`config.mk`:
```
export PLATFORM = sky130hd
export DESIGN_NAME = pokey_sio_uart
export DESIGN_NICKNAME = d
export VERILOG_FILES = /design/src/rtl/pokey_sio_uart.sv
export SDC_FILE = /design/constraint.sdc
export NUM_CORES = 1
export LEC_CHECK = 0
export ABC_AREA = 0
export BUFFER_PORTS_ARGS = -buffer_cell sky130_fd_sc_hd__buf_2
export CORE_UTILIZATION = 35
export DETAILED_ROUTE_END_ITERATION = 8
export GPL_TIMING_DRIVEN = 0
export PLACE_DENSITY = 0.62
export RECOVER_POWER = 25
export SYNTH_ARGS = -nofsm -noshare
export SYNTH_HDL_FRONTEND = slang
export SYNTH_SLANG_ARGS = --single-unit
export TNS_END_PERCENT = 30
```
`constraint.sdc`:
```
create_clock -name clk_i -period 4.8 [get_ports clk_i]
set_input_delay 0.96 -clock clk_i [delete_from_list [all_inputs] [get_ports clk_i]]
set_output_delay 0.96 -clock clk_i [all_outputs]
set_load 0.1 [all_outputs]
```
`src/rtl/pokey_sio_uart.sv`:
```
`timescale 1ns/1ps
// pokey_sio_uart: 8N1 serial engine behind POKEY SEROUT/SERIN.
// Transmits bytes from the serout handshake and presents received bytes on
// the serin handshake. TX and RX share only the clock and reset.
module pokey_sio_uart #(
  parameter int DIV   = 64,
  parameter int DIV_W = 16
) (
  input  logic       clk_i,
  input  logic       rst,
  input  logic [7:0] tx_dat_i,
  input  logic       tx_rdy_i,
  output logic       tx_ack_o,
  output logic [7:0] rx_dat_o,
  output logic       rx_rdy_o,
  input  logic       rx_ack_i,
  output logic       sio_txd_o,
  input  logic       sio_rxd_i,
  output logic       tx_busy_o,
  output logic       rx_overrun_o,
  output logic       rx_frame_err_o
);

  localparam logic [DIV_W-1:0] BIT_END  = DIV_W'(DIV - 1);
  localparam logic [DIV_W-1:0] HALF_END = DIV_W'(DIV / 2 - 1);

  typedef enum logic [1:0] {TX_IDLE, TX_START, TX_DATA, TX_STOP} tx_state_e;
  typedef enum logic [2:0] {RX_IDLE, RX_START, RX_DATA, RX_STOP, RX_BRK} rx_state_e;

  tx_state_e        tx_state_q, tx_state_d;
  logic [DIV_W-1:0] tx_cnt_q, tx_cnt_d;
  logic [2:0]       tx_idx_q, tx_idx_d;
  logic [7:0]       tx_shift_q, tx_shift_d;
  logic             tx_ack_q, tx_ack_d;
  logic             txd_q, txd_d;

  rx_state_e        rx_state_q, rx_state_d;
  logic [DIV_W-1:0] rx_cnt_q, rx_cnt_d;
  logic [2:0]       rx_idx_q, rx_idx_d;
  logic [7:0]       rx_shift_q, rx_shift_d;
  logic [7:0]       rx_dat_q, rx_dat_d;
  logic             rx_rdy_q, rx_rdy_d;
  logic             rx_ack_prev_q, rx_ack_prev_d;
  logic             rx_ovr_q, rx_ovr_d;
  logic             rx_ferr_q, rx_ferr_d;
  logic             rx_sync1_q, rx_sync1_d;
  logic             rx_sync2_q, rx_sync2_d;

  logic             rxd;
  logic             ack_rise;

  assign rxd      = rx_sync2_q;
  assign ack_rise = rx_ack_i & ~rx_ack_prev_q;

  // Transmitter: accept a byte in idle, then shift start/data/stop, DIV cycles each
  always_comb begin
    tx_state_d = tx_state_q;
    tx_cnt_d   = tx_cnt_q;
    tx_idx_d   = tx_idx_q;
    tx_shift_d = tx_shift_q;
    tx_ack_d   = 1'b0;
    txd_d      = txd_q;
    case (tx_state_q)
      TX_IDLE: begin
        tx_cnt_d = '0;
        txd_d    = 1'b1;
        if (tx_rdy_i) begin
          tx_shift_d = tx_dat_i;
          tx_ack_d   = 1'b1;
          txd_d      = 1'b0;
          tx_idx_d   = 3'd0;
          tx_state_d = TX_START;
        end
      end
      TX_START: begin
        if (tx_cnt_q == BIT_END) begin
          tx_cnt_d   = '0;
          txd_d      = tx_shift_q[0];
          tx_idx_d   = 3'd0;
          tx_state_d = TX_DATA;
        end else begin
          tx_cnt_d = tx_cnt_q + 1'b1;
        end
      end
      TX_DATA: begin
        if (tx_cnt_q == BIT_END) begin
          tx_cnt_d = '0;
          if (tx_idx_q == 3'd7) begin
            txd_d      = 1'b1;
            tx_state_d = TX_STOP;
          end else begin
            tx_shift_d = {1'b0, tx_shift_q[7:1]};
            txd_d      = tx_shift_q[1];
            tx_idx_d   = tx_idx_q + 3'd1;
          end
        end else begin
          tx_cnt_d = tx_cnt_q + 1'b1;
        end
      end
      TX_STOP: begin
        if (tx_cnt_q == BIT_END) begin
          tx_cnt_d   = '0;
          tx_state_d = TX_IDLE;
        end else begin
          tx_cnt_d = tx_cnt_q + 1'b1;
        end
      end
      default: begin
        tx_state_d = TX_IDLE;
        txd_d      = 1'b1;
      end
    endcase
  end

  // Receiver: synchronise the line, centre-sample each bit, hand bytes to POKEY
  always_comb begin
    rx_sync1_d    = sio_rxd_i;
    rx_sync2_d    = rx_sync1_q;
    rx_ack_prev_d = rx_ack_i;
    rx_state_d    = rx_state_q;
    rx_cnt_d      = rx_cnt_q;
    rx_idx_d      = rx_idx_q;
    rx_shift_d    = rx_shift_q;
    rx_dat_d      = rx_dat_q;
    rx_rdy_d      = rx_rdy_q;
    rx_ovr_d      = 1'b0;
    rx_ferr_d     = 1'b0;
    if (ack_rise && rx_rdy_q) begin
      rx_rdy_d = 1'b0;
    end
    case (rx_state_q)
      RX_IDLE: begin
        rx_cnt_d = '0;
        if (!rxd) begin
          rx_state_d = RX_START;
        end
      end
      RX_START: begin
        if (rx_cnt_q == HALF_END) begin
          rx_cnt_d   = '0;
          rx_idx_d   = 3'd0;
          rx_state_d = rxd ? RX_IDLE : RX_DATA;
        end else begin
          rx_cnt_d = rx_cnt_q + 1'b1;
        end
      end
      RX_DATA: begin
        if (rx_cnt_q == BIT_END) begin
          rx_cnt_d   = '0;
          rx_shift_d = {rxd, rx_shift_q[7:1]};
          if (rx_idx_q == 3'd7) begin
            rx_state_d = RX_STOP;
          end else begin
            rx_idx_d = rx_idx_q + 3'd1;
          end
        end else begin
          rx_cnt_d = rx_cnt_q + 1'b1;
        end
      end
      RX_STOP: begin
        if (rx_cnt_q == BIT_END) begin
          rx_cnt_d = '0;
          if (rxd) begin
            if (rx_rdy_q) begin
              rx_ovr_d = 1'b1;
            end else begin
              rx_dat_d = rx_shift_q;
              rx_rdy_d = 1'b1;
            end
            rx_state_d = RX_IDLE;
          end else begin
            rx_ferr_d  = 1'b1;
            rx_state_d = RX_BRK;
          end
        end else begin
          rx_cnt_d = rx_cnt_q + 1'b1;
        end
      end
      RX_BRK: begin
        rx_cnt_d = '0;
        if (rxd) begin
          rx_state_d = RX_IDLE;
        end
      end
      default: rx_state_d = RX_IDLE;
    endcase
  end

  // State registers for both directions; reset wins over everything
  always_ff @(posedge clk_i) begin
    if (rst) begin
      tx_state_q    <= TX_IDLE;
      tx_cnt_q      <= '0;
      tx_idx_q      <= 3'd0;
      tx_shift_q    <= 8'h00;
      tx_ack_q      <= 1'b0;
      txd_q         <= 1'b1;
      rx_state_q    <= RX_IDLE;
      rx_cnt_q      <= '0;
      rx_idx_q      <= 3'd0;
      rx_shift_q    <= 8'h00;
      rx_dat_q      <= 8'h00;
      rx_rdy_q      <= 1'b0;
      rx_ack_prev_q <= 1'b0;
      rx_ovr_q      <= 1'b0;
      rx_ferr_q     <= 1'b0;
      rx_sync1_q    <= 1'b1;
      rx_sync2_q    <= 1'b1;
    end else begin
      tx_state_q    <= tx_state_d;
      tx_cnt_q      <= tx_cnt_d;
      tx_idx_q      <= tx_idx_d;
      tx_shift_q    <= tx_shift_d;
      tx_ack_q      <= tx_ack_d;
      txd_q         <= txd_d;
      rx_state_q    <= rx_state_d;
      rx_cnt_q      <= rx_cnt_d;
      rx_idx_q      <= rx_idx_d;
      rx_shift_q    <= rx_shift_d;
      rx_dat_q      <= rx_dat_d;
      rx_rdy_q      <= rx_rdy_d;
      rx_ack_prev_q <= rx_ack_prev_d;
      rx_ovr_q      <= rx_ovr_d;
      rx_ferr_q     <= rx_ferr_d;
      rx_sync1_q    <= rx_sync1_d;
      rx_sync2_q    <= rx_sync2_d;
    end
  end

  assign tx_ack_o       = tx_ack_q;
  assign sio_txd_o      = txd_q;
  assign tx_busy_o      = (tx_state_q != TX_IDLE);
  assign rx_dat_o       = rx_dat_q;
  assign rx_rdy_o       = rx_rdy_q;
  assign rx_overrun_o   = rx_ovr_q;
  assign rx_frame_err_o = rx_ferr_q;

endmodule

```
; ---- Yosys cells after proc, flatten, opt, wreduce, memory -nomap -nowiden
; Index checks and enable logic that the tools add are counted.
[word_totals]
ff_bits = 75
inputBits = 13
[classes]
reduce_logical = 22
bitwise_logic = 7
muxes = 46
add_sub_neg = 4
eq_ne = 25
[ops]
columns = cell, count
row1 = 16-bit 2-to-1 mux, 3
row2 = 16-bit case mux with 3 select lines, 1
row3 = 3-bit 2-to-1 mux, 14
row4 = "16-bit by 1-bit adder with 16-bit output, second input constant", 2
row5 = "16-bit by 6-bit == test with 1-bit output, second input constant", 2
row6 = 16-bit case mux with 2 select lines, 1
row7 = "2-bit != test, second input constant", 13
row8 = 8-bit 2-to-1 mux, 3
row9 = "16-bit by 5-bit == test with 1-bit output, second input constant", 1
row10 = 8-bit case mux with 2 select lines, 1
row11 = 3-bit case mux with 5 select lines, 1
row12 = 1-bit 2-to-1 mux, 12
row13 = 2-bit 2-to-1 mux, 6
row14 = 4-bit AND reduction, 3
row15 = 5-bit AND reduction, 2
row16 = "3-bit == test, second input constant", 3
row17 = 3-bit case mux with 3 select lines, 1
row18 = 2-bit case mux with 4 select lines, 1
row19 = "3-bit by 1-bit adder with 3-bit output, second input constant", 2
row20 = "3-bit by 2-bit == test with 1-bit output, second input constant", 2
row21 = 1-bit inverter, 6
row22 = 3-bit case mux with 2 select lines, 1
row23 = 6-bit AND reduction, 1
row24 = 2-bit nonzero test, 3
row25 = other kinds (14), 19

; ---- Depth between registers and ports, before layout
[logic_depth]
depth_word = 8
ltp_mapped = 8
depth_no_buf = 7

; ---- Least setup slack after synthesis
; OpenSTA, ideal clock, no wires.
[synth_path]
path_kind = reg-to-reg
startpoint = reg rx_cnt_q[10]
endpoint = reg rx_cnt_q[10]
stages_incl_launch_ff = 7
t_arrival_ns = 2.124
path_buffers = 1
slack_ns = 2.558
t_required_ns = 4.683
synth_period_minus_slack_ns = 2.242
path_cell_list = dfxtp_1 -> or4_4 -> or4_4 -> o31ai_1 -> a221o_1 -> buf_2 -> nor2_1
[synth_via]
elab_chain_cells = 3
word_cells_on_any_way = 6
cone_classes = add/sub: 1 / eq/ne: 2 / mux: 3
[synth_lines]
columns = element, line_no
row1 = from (decl), 38  ; logic [DIV_W-1:0] rx_cnt_q, rx_cnt_d;
row2 = from (signal assigned), 217  ; rx_cnt_q <= rx_cnt_d;
row3 = 16-bit by 1-bit adder with 16-bit output (tied with other cells), "144, 157, 176"
row4 = "16-bit 2-to-1 mux, on equally long branches", "148, 161, 139"
row5 = 16-bit case mux with 3 select lines *, 131  ; case (rx_state_q)
; Mark *: on every way between the ends. The rest lies on a longest branch, timed or not.
; A chain may end at the register's enable or synchronous reset.

; ---- Worst setup path after layout
[layout_path]
startpoint = reg rx_cnt_q[10]
endpoint = reg rx_dat_q[0] (netlist: rx_dat_o[0])
[layout_via]
elab_chain_cells = 2
[layout_lines]
columns = element, line_no
row1 = 16-bit by 6-bit == test with 1-bit output, 161  ; if (rx_cnt_q == BIT_END) begin
row2 = 4-bit AND reduction (no source line), --
row3 = to (signal assigned), 220  ; rx_dat_q <= rx_dat_d;
row4 = to (decl), 41  ; logic [7:0] rx_dat_q, rx_dat_d;
; Every way passes these cells.

==> impl_metrics.toml <==
[run_status]
status = "complete, no violations"

[setup_path]
path_class = "reg2reg"
startpoint_type = "flop"
crit_required_ns = 5.01
crit_fanout = 9
crit_chain = "or4_4 -> nor4_1 -> nand4_1 -> clkbuf_1 -> mux2i_1 -> nor2_1"
crit_slowest_cell = "nor4_1"
max_stage_delay_ns = 0.82
end_kind = "flop"
crit_arrival_ns = 2.84

[floorplan]
coreArea_um2 = 9330
initial_core_util = 0.364
io_pins = 27
die_x_um = 101
std_cell_rows = 35
die_y_um = 101
die-area_um2 = 10100

[placement]
portBuffers = 26
gp_congestion = 0.743
dp_slack_ns = 2.31
place_hpwl_um = 4710
placed_area_um2 = 3690
placedCellCount = 536

[clock_network]
cts-root-buf = "clkbuf_8"
cts_tree = "done"
ctsHoldBuffers = 0
htree_levels = 3
cts_resized = 0
cts_sinks = 75
cts_buffers = 9
clockBufferDepth = 2
clk-insertion-delay-late_ns = 0.34
clk_pin_slew_worst_paths_ns = 0.08
cts_setup_buffers = 0

[route]
routed_wl_um = 6810
via_per_inst = 4.91
drt-pass1-iter-count = 4
drcViolationCount = 0
drt_iter0_drc = 57
ant_nets = 0
routedWlPerCell_um = 12.3
vias = 2709

[sta]
max_freq_mhz = 380
final_hold_viol_count = 0
finalClockSkew_ns = 0.00948
final.setup.tns_ns = 0
setup_slack_ns = 2.17
slew-limit-headroom = 0.225
slew_viol_final = 0
worstMarginPinSlew_ns = 1.17
period_needed_ns = 2.63
fin_crit_sh = 0.548
finalSetupViolations = 0
rsz0062_at_grt = "false"

[job]
drv_cap = 0

[yosys]
syn_area_per_cell_um2 = 8.92
ys_async_sr_fraction = 0
ys_ff_latch = 75
synth_top_area_cell = "dfxtp_1"
yosysTopAreaCellShare = 0.442
yosysUniqueCellTypes = 49
synthTopCellsByArea = "dfxtp_1, mux2i_1, nor2_1"
synth_area_um2 = 3400
synthesis.nets = 405
syn_inst = 381
synth_edf_count = 0
synth-main-ff-cell = "dfxtp_1"
synth_warnings = 0
synth-seq-area-share = 0.442

[final_layout]
diodes = 0
nets = 442
drive_gt1_frac = 0.0993
finalInstanceArea_um2 = 3920
area_delta_synth_final_pct = 15.3
utilization = 0.420
layout.cells.non_filler = 552

[pwr]
power_density_nw_per_um2 = 444
vdd_drop_max_mv = 0.260
p_leak_nw = 1.44

[global_route]
grt_start_max_net_pins = 15
grt_util_all_layers = 0.150
grt_first_pass_wirelength_um = 12200
grt_overflow = 0
grt_pass1_vias = 2708
antenna_found_initial = 0

[worst_hold_path]
hold_path_class = "reg2reg"
critical path, delay by kind of cell (launching register included):
family	cells	cell delay, ns
and+or+nand+nor	4	1.58
buffers and inverters	1	0.34
DFF	1	0.35
muxes	1	0.23
cells by family after synthesis:
family,after synthesis,share of synthesized area
AOI/OAI and AO/OA,48,0.0888
xor gates and xnor gates,27,0.0696
adders and majority gates,11,0.0405
buffers and inverters,28,0.0313
DFF,75,0.442
muxes,27,0.0796
and+or+nand+nor,165,0.248
per-stage QoR:
step / hold slack, ns / power [mW]
global route: 0.443 / 1.84
CTS: 0.415 / 1.75
finish: 0.419 / 1.74
floorplan: 0.389 / 1.06
detailed placement: 0.397 / 1.16
global placement: 0.391 / 1.15
routing by layer:
metal / part of all wire / GRT usage / up-vias / wire length [um]
met4: 0.015 / 0.0613 / 0 / 99
met3: 0.020 / 0.0340 / 7 / 134
met5: 0 / 0 / - / 0
met2: 0.45 / 0.237 / 32 / 3060
li1: - / - / 1399 / -
met1: 0.52 / 0.199 / 1271 / 3520
path summary, 6_finish.rpt:
check                            start                        to  slack (ns)  cells past startpoint
max          rx_cnt_q[10]$_SDFFE_PP0P_  rx_dat_o[0]$_SDFFE_PP0P_        2.17                      6
min reg2reg      rx_sync1_q$_SDFF_PP1_     rx_sync2_q$_SDFF_PP1_        0.42                      1
max reg2reg  rx_cnt_q[10]$_SDFFE_PP0P_  rx_dat_o[0]$_SDFFE_PP0P_        2.17                      6
min              rx_sync1_q$_SDFF_PP1_     rx_sync2_q$_SDFF_PP1_        0.42                      1
layout make-up:
cell class              instances  area (um2)
fillers                       940        5410
plain buffers                  17        65.1
well taps                     129         161
repair buffers                 26         119
clock buffers                   9         124
flip-flops and latches         75        1500
inverters                      11        41.3
clock inverters                 7         123
multi-input cells             278        1780
sequential cells by signal, indices dropped and copies added (netlist names):
register,cells
rx_shift_q,8
tx_state_q,2
rx_dat_o,8
rx_sync1_q,1
tx_shift_q,8
rx_ack_prev_q,1
sio_txd_o,1
tx_cnt_q,16
rx_rdy_o,1
rx_frame_err_o,1
tx_ack_o,1
rx_state_q,3
rx_sync2_q,1
tx_idx_q,3
rx_cnt_q,16
rx_overrun_o,1
rx_idx_q,3
power by group:
part           internal [mW]  switching, mW
Sequential             0.671         0.0313
Clock                  0.349          0.246
Combinational          0.139          0.304
Total                   1.16          0.581
cells in the final DEF, fill, tap and decap left out, drive strengths merged, types with 10 or more instances in the layout:
master	synthesis	layout
a21oi	15	15
buf	2	18
clkbuf	15	34
dfxtp	75	75
ha	11	11
inv	11	13
mux2i	27	27
nand2	18	18
nand3	12	12
nor2	70	70
nor3	10	10
o21ai	14	14
xnor2	18	18
cell usage after synthesis, drive strengths merged, types with 9 or more instances:
cell type,n
nand3,12
ha,11
nand2,18
a21oi,15
nor2,70
clkbuf,15
inv,11
mux2i,27
xnor2,18
nor3,10
xor2,9
or3,9
dfxtp,75
o21ai,14
(Power assumes the default switching activity.)
